### config.mk
export PLATFORM = sky130hd
export DESIGN_NAME = sram_axi_slave
export DESIGN_NICKNAME = d
export VERILOG_FILES = /design/src/rtl/axi_pkg.sv /design/src/rtl/sram_axi_slave.sv
export SDC_FILE = /design/constraint.sdc
export NUM_CORES = 1
export LEC_CHECK = 0
export BUFFER_PORTS_ARGS = -buffer_cell sky130_fd_sc_hd__buf_2
export CORE_AREA = 2 2 121 123
export DETAILED_ROUTE_END_ITERATION = 16
export DIE_AREA = 0 0 123 125
export HOLD_SLACK_MARGIN = 0.1
export PLACE_DENSITY = 0.6
export RECOVER_POWER = 50
export SYNTH_ARGS = -nofsm -noshare
export SYNTH_HDL_FRONTEND = slang
export SYNTH_SLANG_ARGS = --single-unit
### constraint.sdc
create_clock -name ACLK -period 1.7 [get_ports ACLK]
set_input_delay 0.17 -clock ACLK [delete_from_list [all_inputs] [get_ports ACLK]]
set_output_delay 0.17 -clock ACLK [all_outputs]
set_load 0.03 [all_outputs]
### src/rtl/axi_pkg.sv
// axi_pkg
// Shared AXI definitions for the SRAM responder: default channel widths,
// response and burst encodings, and the responder state encoding.
package axi_pkg;

  localparam int AXI_ID_W   = 8;
  localparam int AXI_ADDR_W = 32;
  localparam int AXI_DATA_W = 32;

  localparam logic [1:0] RESP_OKAY   = 2'b00;
  localparam logic [1:0] RESP_EXOKAY = 2'b01;
  localparam logic [1:0] RESP_SLVERR = 2'b10;
  localparam logic [1:0] RESP_DECERR = 2'b11;

  localparam logic [1:0] BURST_FIXED = 2'b00;
  localparam logic [1:0] BURST_INCR  = 2'b01;
  localparam logic [1:0] BURST_WRAP  = 2'b10;

  typedef enum logic [2:0] {
    IDLE   = 3'd0,
    R_SRAM = 3'd1,
    R_DATA = 3'd2,
    W_DATA = 3'd3,
    W_RESP = 3'd4
  } sram_slv_state_e;

endpackage

### src/rtl/sram_axi_slave.sv
// sram_axi_slave
// AXI4 responder in front of one 32-bit synchronous SRAM macro. Handles one
// transaction at a time (single beats and INCR bursts up to 16 beats), with
// byte strobes on writes.
//
// Ports:
//   ACLK, ARESETn              clock, asynchronous active-low reset
//   AW*/W*/B*                  AXI write address, data and response channels
//   AR*/R*                     AXI read address and data channels
//   CEB, WEB, BWEB             SRAM chip enable, write enable, bit write enable (all active-low)
//   A, DI, DO                  SRAM word address, write data, read data
//
// state  | meaning
// IDLE   | waiting for AW or AR; write wins a same-cycle tie
// R_SRAM | SRAM read cycle for the current beat
// R_DATA | read beat presented on R, held until RREADY
// W_DATA | accepting W beats, each written straight into the SRAM
// W_RESP | write response presented on B, held until BREADY
module sram_axi_slave
  import axi_pkg::*;
#(
  parameter int ID_W    = AXI_ID_W,
  parameter int ADDR_W  = AXI_ADDR_W,
  parameter int DATA_W  = AXI_DATA_W,
  parameter int SRAM_AW = 14
) (
  input  logic                ACLK,
  input  logic                ARESETn,

  input  logic [ID_W-1:0]     AWID,
  input  logic [ADDR_W-1:0]   AWADDR,
  input  logic [3:0]          AWLEN,
  input  logic [2:0]          AWSIZE,
  input  logic [1:0]          AWBURST,
  input  logic                AWVALID,
  output logic                AWREADY,

  input  logic [DATA_W-1:0]   WDATA,
  input  logic [DATA_W/8-1:0] WSTRB,
  input  logic                WLAST,
  input  logic                WVALID,
  output logic                WREADY,

  output logic [ID_W-1:0]     BID,
  output logic [1:0]          BRESP,
  output logic                BVALID,
  input  logic                BREADY,

  input  logic [ID_W-1:0]     ARID,
  input  logic [ADDR_W-1:0]   ARADDR,
  input  logic [3:0]          ARLEN,
  input  logic [2:0]          ARSIZE,
  input  logic [1:0]          ARBURST,
  input  logic                ARVALID,
  output logic                ARREADY,

  output logic [ID_W-1:0]     RID,
  output logic [DATA_W-1:0]   RDATA,
  output logic [1:0]          RRESP,
  output logic                RLAST,
  output logic                RVALID,
  input  logic                RREADY,

  output logic                CEB,
  output logic                WEB,
  output logic [DATA_W-1:0]   BWEB,
  output logic [SRAM_AW-1:0]  A,
  output logic [DATA_W-1:0]   DI,
  input  logic [DATA_W-1:0]   DO
);

  sram_slv_state_e      state;
  logic                 init_done;
  logic [ID_W-1:0]      id_q;
  logic [3:0]           len_q;
  logic [3:0]           cnt_q;
  logic [SRAM_AW-1:0]   addr_q;
  logic                 err_q;

  logic last_beat;
  logic aw_hs;
  logic ar_hs;
  logic w_hs;
  logic r_hs;
  logic b_hs;

  // Burst type, size and out-of-range address bits have no effect here.
  logic unused_inputs;
  assign unused_inputs = ^{AWSIZE, AWBURST, ARSIZE, ARBURST,
                           AWADDR[ADDR_W-1:SRAM_AW+2], AWADDR[1:0],
                           ARADDR[ADDR_W-1:SRAM_AW+2], ARADDR[1:0]};

  assign last_beat = (cnt_q == len_q);

  assign AWREADY = (state == IDLE) & init_done;
  assign ARREADY = (state == IDLE) & init_done & ~AWVALID;
  assign WREADY  = (state == W_DATA);
  assign RVALID  = (state == R_DATA);
  assign BVALID  = (state == W_RESP);

  assign aw_hs = AWVALID & AWREADY;
  assign ar_hs = ARVALID & ARREADY;
  assign w_hs  = WVALID & WREADY;
  assign r_hs  = RVALID & RREADY;
  assign b_hs  = BVALID & BREADY;

  // DO only changes on an SRAM read, and the SRAM is idle in R_DATA, so
  // RDATA is stable across an R stall without a holding register.
  assign RDATA = DO;
  assign RID   = id_q;
  assign RRESP = RESP_OKAY;
  assign RLAST = RVALID & last_beat;
  assign BID   = id_q;
  assign BRESP = err_q ? RESP_SLVERR : RESP_OKAY;

  // Writes go to the SRAM in the same cycle as the W handshake.
  assign CEB = ~((state == R_SRAM) | w_hs);
  assign WEB = ~w_hs;
  assign A   = addr_q;
  assign DI  = w_hs ? WDATA : '0;

  always_comb begin
    BWEB = '1;
    if (w_hs) begin
      for (int i = 0; i < DATA_W/8; i++) begin
        BWEB[8*i +: 8] = {8{~WSTRB[i]}};
      end
    end
  end

  always_ff @(posedge ACLK or negedge ARESETn) begin
    if (!ARESETn) begin
      state     <= IDLE;
      init_done <= 1'b0;
      id_q      <= '0;
      len_q     <= '0;
      cnt_q     <= '0;
      addr_q    <= '0;
      err_q     <= 1'b0;
    end else begin
      init_done <= 1'b1;
      case (state)
        IDLE: begin
          if (aw_hs) begin
            id_q   <= AWID;
            len_q  <= AWLEN;
            addr_q <= AWADDR[SRAM_AW+1:2];
            cnt_q  <= '0;
            err_q  <= 1'b0;
            state  <= W_DATA;
          end else if (ar_hs) begin
            id_q   <= ARID;
            len_q  <= ARLEN;
            addr_q <= ARADDR[SRAM_AW+1:2];
            cnt_q  <= '0;
            state  <= R_SRAM;
          end
        end
        R_SRAM: state <= R_DATA;
        R_DATA: begin
          if (r_hs) begin
            if (last_beat) begin
              state <= IDLE;
            end else begin
              cnt_q  <= cnt_q + 4'd1;
              addr_q <= addr_q + SRAM_AW'(1);
              state  <= R_SRAM;
            end
          end
        end
        W_DATA: begin
          if (w_hs) begin
            addr_q <= addr_q + SRAM_AW'(1);
            // A WLAST that disagrees with the beat count taints the response
            // but never shortens or extends the burst.
            if (WLAST != last_beat) err_q <= 1'b1;
            if (last_beat) state <= W_RESP;
            else           cnt_q <= cnt_q + 4'd1;
          end
        end
        W_RESP: if (b_hs) state <= IDLE;
        default: state <= IDLE;
      endcase
    end
  end

endmodule

Word-level counts from Yosys, hierarchy flattened
Cells that the tools add are included.
Word-level totals
  logic and storage cells: 79
  bits in registers: 35
  memories: 0
  input bits: 174
  RAM bits: 0
  output and inout bits: 138
  bits in latches: 0
  memory bits (read-only): 0
Operators by class
  equality and inequality tests: 14
  $mul: 0
  div/mod/pow operators: 0
  multiplexer cells: 31
  $add $sub $neg: 2
  order comparisons: 0
  bitwise gates (word level): 16
  shift-type cells: 0
  reductions and logical operators: 9
Operators by type and width (count)
  $mux 14: 5
  $mux 32: 2
  $pmux 14 s3: 1
  $mux 4: 7
  $mux 3: 6
  $mux 8: 2
  $pmux 3 s5: 1
  $add 14x1->14 const B: 1
  $pmux 4 s3: 1
  $ne 2x1->1 const B: 5
  $reduce_and 5->1: 2
  $and 1x1->1: 8
  $reduce_and 4->1: 2
  $not 1->1: 7
  $eq 3x2->1 const B: 2
  $add 4x1->4 const B: 1
  $eq 4x4->1: 1
  $mux 1: 4
  $ne 2x2->1 const B: 2
  $reduce_bool 2->1: 2
  $eq 3x1->1 const B: 1
  $eq 3x3->1 const B: 1
  $logic_not 3->1: 1
  $ne 3x3->1 const B: 1
  6 further kinds: 6

Depth between registers and ports, before layout
  depth in word-level cells: 7
  depth in mapped cells: 7
  depth with buffers taken out: 6

Worst setup path before layout
No wires, ideal clock.
  kind: register -> output
  from: register state[1]
  to: output port ARREADY
  stages on the path, launching flop included: 6
  required time: 1530 ps
  arrival time: 1918 ps
  slack: -388 ps
  buffers on the path: 3
  cell sequence: dfrtp_1 buf_4 nor4b_2 buf_2 buf_1 and2_1
On the way
  cells in the longest elaborated chain, start to end: 3
Ends and longest elaborated chain
  from (decl): RTL line sram_axi_slave.sv:72  | sram_slv_state_e state;
  from (signal assigned): RTL line sram_axi_slave.sv:133  | state <= IDLE;
  from (signal assigned): RTL line sram_axi_slave.sv:150  | state <= W_DATA;
  from (signal assigned): RTL line sram_axi_slave.sv:156  | state <= R_SRAM;
  $logic_not 3->1
  $and 1x1->1
  via AWREADY: RTL line sram_axi_slave.sv:36  | output logic AWREADY,
  $and 1x1->1: RTL line sram_axi_slave.sv:96  | assign ARREADY = (state == IDLE) & init_done & ~AWVALID;
  to (decl): RTL line sram_axi_slave.sv:55  | output logic ARREADY,
The timed path passes the listed nets, and every way through them passes these cells.

Final worst setup path
  from: register state[1]
  to: output port DI[3]
On the way
  cells in the longest elaborated chain, start to end: 3
Ends and longest elaborated chain
  $eq 3x2->1: RTL line sram_axi_slave.sv:97  | assign WREADY = (state == W_DATA);
  $and 1x1->1: RTL line sram_axi_slave.sv:103  | assign w_hs = WVALID & WREADY;
  $mux 32: RTL line sram_axi_slave.sv:120  | assign DI = w_hs ? WDATA : '0;
  to (decl): RTL line sram_axi_slave.sv:68  | output logic [DATA_W-1:0] DI,
No other way between the ends.

==> summary.txt <==
Worst setup path
  – Reg2Reg Launch Point: cnt_q[0]
  – Crit Path Max Fanout: 5
  – Critical Path Source Type: flop
  – Crit path max-delay cell type: dfrtp_1
  – Crit path largest cell delay: ~0.37 ns
  – Most common cell type on the critical path: buf_6
  – Critical path type: flop to output pin
  – WP data required: 1.53 ns
  – Worst Setup SP: state[1]
  – CP arrival: roughly 1.8 ns
  – CP Capture Type: output pin
  – Crit-path cells: buf_4, buf_6, nand2b_4, nor3_4, buf_6, clkbuf_16, and2_4, buf_6

Layout
  – Commonest non-fill, non-tap cell in the layout: buf_2
  – Syn-to-layout area delta: 89.9%
  – Diodes inserted: 0
  – Finished Cell Area: between 5000 and 6000 sq um
  – Post-layout util: 0.388
  – Layout cells sized above 1: 0.725
  – Nets@finish: 734
  – Most frequent cells in the layout: buf_2 (139), buf_6 (76), buf_4 (60)

Clock tree
  – CTS tree: yes
  – Clock transition at the registers of the reported paths: 0.06 ns
  – CTS root buffer: clkbuf_16
  – Number of CTS-inserted buffers: 5
  – H-Tree Depth: 2
  – Max clock buf depth: 2
  – Clock latency on the worst-skew pair: 0.29 ns
  – Clock Sinks: 35

STA
  – RSZ-0062 raised after global routing: yes
  – Setup violations, final: 98
  – Least-Margin Pin Slew: between 0.6 and 0.7 ns
  – Crit share post-route: 1.13
  – Final worst setup slack: -0.217 ns
  – F_max: 522 MHz
  – Clock skew: approximately 0.0098 ns
  – Fin. Hold Viols: 0
  – Minimum clock period: between 1.5 and 2 ns
  – Max transition margin: 0.574
  – Slew Limit Fails: 0

Logic synthesis
  – Unique cell type count in the Yosys netlist: 51
  – Top-area cell type share of the netlist area: 0.302
  – Yosys warns: 0
  – Post-synth EDFFs: 0
  – Register bit total from synthesis: 35
  – Cells after Synth: around 350
  – Seq/Total Area, Yosys: 0.302
  – Top post-synthesis cells by area: dfrtp_1 (30%), buf_4 (19%), and2_1 (7.1%), o22ai_1 (5.4%), a21oi_1 (5.2%)
  – Synth Area per Inst: between 8 and 9 sq um
  – Largest area contributor in the netlist: dfrtp_1
  – Asr flop ratio synth: 1.00
  – Area of the mapped netlist: a little under 3000 sq um
  – Most common flop cell mapped by yosys: dfrtp_1

Detailed routing
  – Post-route ant nets: 0
  – DR pass1 iterations: 4
  – Wire length per cell: 16.4 um
  – Drt total wl: between 10000 and 15000 um
  – # DRC: 0
  – Via count: 3351
  – Drt via density: around 4.5
  – 1st-iter DRT viols: roughly 130

Global route
  – Vias in the first global route: 3265
  – Largest net degree at the start of global routing: 24
  – Grt ovf: 0
  – Initial antenna violation count: 0
  – Tot GR Track Use: 0.146
  – Global-route wire length before repair: about 17000 um

Placement
  – DP HPWL: just under 8000 um
  – Routability cong.: 0.795
  – Buffers on Ports: ~200
  – Post-Place Worst Slack: -0.172 ns
  – Placed Area: roughly 4000 sq um

Run status
  – Status: finished, violations left
  – Failing checks: setup timing

Flow run
  – Max-cap violations: 0

Power
  – Pleak: ~2.6 nW
  – Peak supply drop: 0.933 mV
  – PD cells: between 1500 and 2000 nW/um^2

Die
  – Core area: ~14000 sq um
  – Die Y: approximately 130 um
  – Die ar.: around 15000 sq um
  – Die width: between 100 and 150 um
  – Row count: 44
  – IO Pins: approximately 310
  – Initial core utilization: 0.204

Worst hold path
  – HP Start: AWID[1]
  – Worst min path class: input pin to flop
-- synthesized netlist by cell type, drive strengths merged (3+ instances only) --
cell     instances
a21oi           30
a21o             3
mux2i            4
nand3            8
o21ai           14
nor2            20
nor3             7
buf             82
a31oi            6
dfrtp           35
xnor2            5
and2            33
o22a             7
clkbuf          10
nand2           14
a2bb2oi          3
o31ai            3
inv              7
o22ai           25
-- where the power goes --
part	total, W	switching, W	internal [W]
clock	0.00109	0.000364	0.000729
sequential	0.00166	0.000421	0.00124
combinational	0.00739	0.00394	0.00345
-- worst paths after layout --
check	endpoint	slack (ns)	cells past startpoint
hold / removal	BID[1]	0.18	3
setup reg to reg	A[0]	-0.18	7
max in group asynchronous	BID[6]	0.68	3
setup / recovery	DI[3]	-0.22	8
hold reg to reg	A[13]	0.54	2
min in group asynchronous	A[11]	0.44	2
-- per-stage QoR --
stage	std cells	hold WS, ns	total power (W)	setup TNS (ns)
5_1_grt	743	0.180	0.0107	-19.72
6_report	743	0.184	0.0101	-12.22
2_1_floorplan	354	-0.126	0.00532	-2.88
3_3_place_gp	698	0.209	0.00692	-2.34
3_5_place_dp	698	0.213	0.00694	-3.30
4_1_cts	734	0.175	0.00941	-8.00
-- state kept, by name, indices dropped and copies added, names as in the netlist --
name       count
cnt_q          4
len_q          4
err_q          1
BID            8
state          3
init_done      1
A             14
-- what timing repair did --
action	in CTS	in global routing
hold buffers	2	0
buffers inserted	22	10
pin swaps	43	22
hold endpoints to repair	22	0
gates cloned	4	4
endpoints found under the setup margin	98	100
gates resized for setup	195	70
-- cell type report --
type	instances	area (sq um)
Clock inverter	2	35.0
Inverter	7	26.3
Sequential cell	35	880
Fill cell	1444	8700
Clock buffer	6	139
Timing Repair Buffer	289	2260
Tap cell	184	230
Multi-Input combinational cell	220	1940
-- cell families after synthesis --
group                      count (synthesis)  synth area share
AOI/OAI and AO/OA                        106             0.243
buffers and inverters                     99             0.225
and+or+nand+nor                           97             0.182
DFF                                       35             0.302
muxes                                      6            0.0216
xor gates and xnor gates                   5            0.0151
adders and majority gates                  2           0.00863
other                                      2           0.00259
-- per-layer routing --
| metal | part of all wire | vias to the layer above | global-route usage | routed length (um) |
|---|---|---|---|---|
| met2 | 0.48 | 145 | 0.235 | 5830 |
| met1 | 0.43 | 1597 | 0.190 | 5290 |
| met4 | 0.022 | 0 | 0.0468 | 265 |
| met5 | 0 | - | 0 | 0 |
| li1 | - | 1585 | - | - |
| met3 | 0.068 | 24 | 0.0374 | 836 |
-- worst max-delay path: cells and delay by family, from the launching register on --
kind,cells,cell delay (ns)
buf+inv,5,0.70
simple gates,3,0.39
flops,1,0.37
Note: power is estimated with default switching activity, not from simulation.
